[src/rtl/wb_reg_file.sv]
// Write-back stage: selects the result, commits it to a 32x32 register file,
// and serves two bypassed combinational read ports plus a retired-write counter.
module wb_reg_file #(
    parameter int DATA_W = 32,
    parameter int ADDR_W = 5,
    parameter int CNT_W  = 32
) (
    input  logic              i_clk,
    input  logic              i_rst,
    input  logic              i_reg_writeW,
    input  logic              i_mem_to_regW,
    input  logic [DATA_W-1:0] i_alu_outW,
    input  logic [DATA_W-1:0] i_dm_outW,
    input  logic [ADDR_W-1:0] i_write_regW,
    input  logic [ADDR_W-1:0] i_ra1D,
    input  logic [ADDR_W-1:0] i_ra2D,
    output logic [DATA_W-1:0] o_rd1D,
    output logic [DATA_W-1:0] o_rd2D,
    output logic [DATA_W-1:0] o_resultW,
    output logic [CNT_W-1:0]  o_wb_count
);

    localparam int NumRegs = 2 ** ADDR_W;

    logic [DATA_W-1:0] regs [NumRegs];
    logic [CNT_W-1:0]  wbCount;
    logic              writeEn;

    always_comb begin
        o_resultW = i_mem_to_regW ? i_dm_outW : i_alu_outW;
        writeEn   = i_reg_writeW && (i_write_regW != '0);
    end

    // Reset wins over a concurrent write; $0 is cleared by reset and never written.
    always_ff @(posedge i_clk) begin
        if (i_rst) begin
            regs    <= '{default: '0};
            wbCount <= '0;
        end else if (writeEn) begin
            regs[i_write_regW] <= o_resultW;
            wbCount            <= wbCount + CNT_W'(1);
        end
    end

    always_comb begin
        o_rd1D = '0;
        if (i_ra1D != '0) begin
            if (writeEn && (i_write_regW == i_ra1D))
                o_rd1D = o_resultW;
            else
                o_rd1D = regs[i_ra1D];
        end
    end

    always_comb begin
        o_rd2D = '0;
        if (i_ra2D != '0) begin
            if (writeEn && (i_write_regW == i_ra2D))
                o_rd2D = o_resultW;
            else
                o_rd2D = regs[i_ra2D];
        end
    end

    assign o_wb_count = wbCount;

endmodule

[config.mk]
export PLATFORM = sky130hd
export DESIGN_NAME = wb_reg_file
export DESIGN_NICKNAME = d
export VERILOG_FILES = /design/src/rtl/wb_reg_file.sv
export SDC_FILE = /design/constraint.sdc
export NUM_CORES = 2
export LEC_CHECK = 0
export CAP_MARGIN = 10
export CORE_MARGIN = 2
export CORE_UTILIZATION = 40
export CTS_BUF_LIST = sky130_fd_sc_hd__clkbuf_8
export CTS_CLUSTER_SIZE = 24
export DETAILED_ROUTE_END_ITERATION = 16
export GPL_TIMING_DRIVEN = 0
export PLACE_DENSITY = 0.59
export RECOVER_POWER = 50
export SLEW_MARGIN = 20
export SYNTH_ARGS = -nofsm -noshare
export SYNTH_HDL_FRONTEND = slang
export SYNTH_SLANG_ARGS = --single-unit
[constraint.sdc]
create_clock -name i_clk -period 3.22 [get_ports i_clk]
set_input_delay 0.644 -clock i_clk [delete_from_list [all_inputs] [get_ports i_clk]]
set_output_delay 0.644 -clock i_clk [all_outputs]
set_load 0.01 [all_outputs]
==> out/qor.txt <==
Crit. End Element - output pin
Via Count - 56027
Data required, critical path - 2.58 ns
GRT overflow - 0
Worst-path clk slew - 0.05 ns
kind of critical path - input pin to output pin
first-pass GRT wire length - 471000 um
Final period util - 1.18
final setup fails - 381
register area - 21200 um^2
largest net degree at the start of global routing - 17
status - finished, violations left
Period minus WS final - 3.80 ns
Cells after Synth - 5204
CTS tree - yes
fin worst setup slack - -0.583 ns
dominant cell type by area after synthesis - dfxtp_1
Final Core Density - 0.544
hold slack - 0.234 ns
switch share - 0.325
Yosys reg bits - 1056
area grow syn2layout - 34.6%
post-synthesis sequential area ratio - 0.402
cell family with most CP delay - buffers and inverters
FILL cells - 11727
power share of the combinational group - 0.192
synth cell count leaders - nor2_1, dfxtp_1, a211oi_1
vias in the first global route - 50672
relative slew slack - -0.448
CTS Buf Count - 186
crit path max fanout - 8
slowest stage cell, crit path - a211oi_2
HPWL after DPL - 259000 um
worst slew pin tran - 2.16 ns
critical path, cell by cell - buf_16, buf_12, buf_16, buf_16, buf_12, mux2i_4, a221oi_4, buf_6, buf_6, o21ai_4, a21oi_4, nor3_2, a211oi_2, buf_2
most instantiated library cell after synthesis - nor2_1
row count - 132
Buf/Inv on CP - 8
initial antenna violation count - 21
switching pwr - 10.8 mW
top routing layer used - met5
area of the multi-input gates - 32300 um^2
drt wl/cell - 46.7 um
htree depth - 4
I/O pin cnt - 211
post-synthesis cell type count - 62
synth warn - 0
DP Cell Count - 7167
IO Port Bufs - 197
Worst R2R Start - o_wb_count[3]$_SDFFE_PP0P_
Power, Total - 33.3 mW
Core Box Area - 130000 um^2
count of final hold-check violations - 0
root buffer cell - clkbuf_8
failing checks - capacitance limit, slew limit, setup timing
cell-internal power - 22.5 mW
post-synth top area share - 0.402
layout cells sized above 1 - 0.318
Hold Path Class - input pin to flip-flop
gpl congestion - 1.07
Critical path origin - i_ra2D[0]
clock sink total - 1056
Primary FF master, synth - dfxtp_1
Detail Route met3 WL - 61100 um
Hold Startpoint - i_reg_writeW
critical path's most frequent cell - buf_16
final cell count without fillers - 7823
Die Span Y - 366 um
Syn Area/Cell - 10.1 um^2
clk_skew - 0.00577 ns
Clk pwr share - 0.406
Post-synth EDFFs - 0
Post-Place Setup Slack - -3.35 ns
Synth area leaders - dfxtp_1, mux4_2, a211oi_1, nor2_1, mux2i_1
metal1 wirelength - 134000 um
Die X - 366 um
Total Nets Final - 6009
static leakage - 23.8 nW
max-cap violations - 7
routed wl met2 - 137000 um
Clock Latency Late Sink - 0.92 ns
pwr dens - 470 nW/um^2
maximum vdd drop - 0.405 mV
global-route usage over all layers - 0.522
DRC violations left - 0
CP Data Arrival Time - 3.16 ns
vias per cell - 7.16
initial drt markers - 9691
crit-path max cell delay - 0.39 ns
die area - 134000 um^2
Initial Util - 0.404
area of the mapped netlist - 52500 um^2
clock buffer depth - 3
# hold bufs at CTS - 0
crit start category - input pin
RSZ-0062 raised after global routing - true
f_max - 0.263 GHz
1st-pass router iterations - 8
Syn Nets - 5288
Slew Limit Fails - 77
WL final - 365000 um
Async SR Flop Fraction - 0
ANT nets after route - 0
sequential share of power - 0.402
-- area by class of cell --
cell class / instances / share of cell area
diodes: 9 / 0.000318
flip-flops and latches: 1056 / 0.300
plain buffers: 605 / 0.0752
multi-input cells: 3496 / 0.456
well taps: 1742 / 0.0308
repair buffers: 543 / 0.0800
clock inverters: 95 / 0.00840
inverters: 37 / 0.00242
clock buffers: 240 / 0.0467
-- placed cells by master, fill, tap and decap left out, types with 31 or more instances in the layout --
cell type,count
buf_16,52
dfxtp_1,996
a211oi_1,992
buf_12,116
o22ai_4,35
nor3_2,31
nand2_1,43
a22oi_2,44
clkbuf_8,273
inv_1,93
mux4_2,440
nor2b_1,38
buf_2,74
buf_6,68
clkbuf_1,343
mux2i_4,44
mux2i_1,124
buf_4,215
dfxtp_2,58
nor2_1,1100
a22oi_1,33
clkdlybuf4s50_1,128
buf_8,36
-- tightest hold or removal path, stage by stage --
cell	delay, ns
buf_4	0.16
o21a_1	0.17
nand2_1	0.08
a21oi_1	0.05
-- cells by family (layout without fill, tap and decap cells) --
kind of cell	count (synthesis)	in the layout	share of synthesized area
AND/OR/NAND/NOR	1396	1396	0.110
multiplexers	627	627	0.224
flip-flops	1056	1056	0.402
XOR/XNOR	37	37	0.00617
other	0	9	0
adder cells (fa/ha/maj)	1	1	0.000238
AO/OA/AOI/OAI	1435	1435	0.202
buffers and inverters	652	1520	0.0555
-- routing by layer --
layer	up-vias	global-route usage
met5	-	0.00392
met4	25	0.375
met3	1282	0.274
met2	5283	0.671
met1	28112	0.658
li1	21325	-
-- what timing repair did --
action / CTS / global route
endpoints found under the setup margin: 96 / 72
setup buffers: 206 / 108
resized for setup: 1501 / 298
pin swaps: 182 / 137
gates cloned: 8 / 7
-- stage by stage --
| step | area (um^2) | TNS [ns] |
|---|---|---|
| floorplan | 52500 | 0 |
| global placement | 56700 | -834.64 |
| detailed placement | 57300 | -503.98 |
| CTS | 68600 | -19.07 |
| global route | 70700 | -29.13 |
| finish | 70700 | -91.00 |
-- sequential cells by signal (all words and copies together), names as in the netlist --
| signal | flops |
|---|---|
| regs | 1024 |
| o_wb_count | 32 |
-- worst paths after layout --
path                                                     to  slack [ns]  depth (start not counted)
worst min-delay path             o_wb_count[1]$_SDFFE_PP0P_        0.23                          4
worst max-delay path                             o_rd2D[22]       -0.58                         14
worst min register to register      regs[1008]$_SDFFE_PP0P_        0.47                          1
worst max register to register  o_wb_count[21]$_SDFFE_PP0P_        0.58                          6
-- power by group through the flow --
stage	Combinational [mW]	Sequential (mW)	Clock, mW
2_1_floorplan	2.00	13.6	0
3_3_place_gp	4.45	13.6	0
3_5_place_dp	4.53	13.6	0
4_1_cts	5.60	13.4	13.3
5_1_grt	6.21	13.4	13.9
6_report	6.39	13.4	13.5
Power figures use the tool's default switching activity.
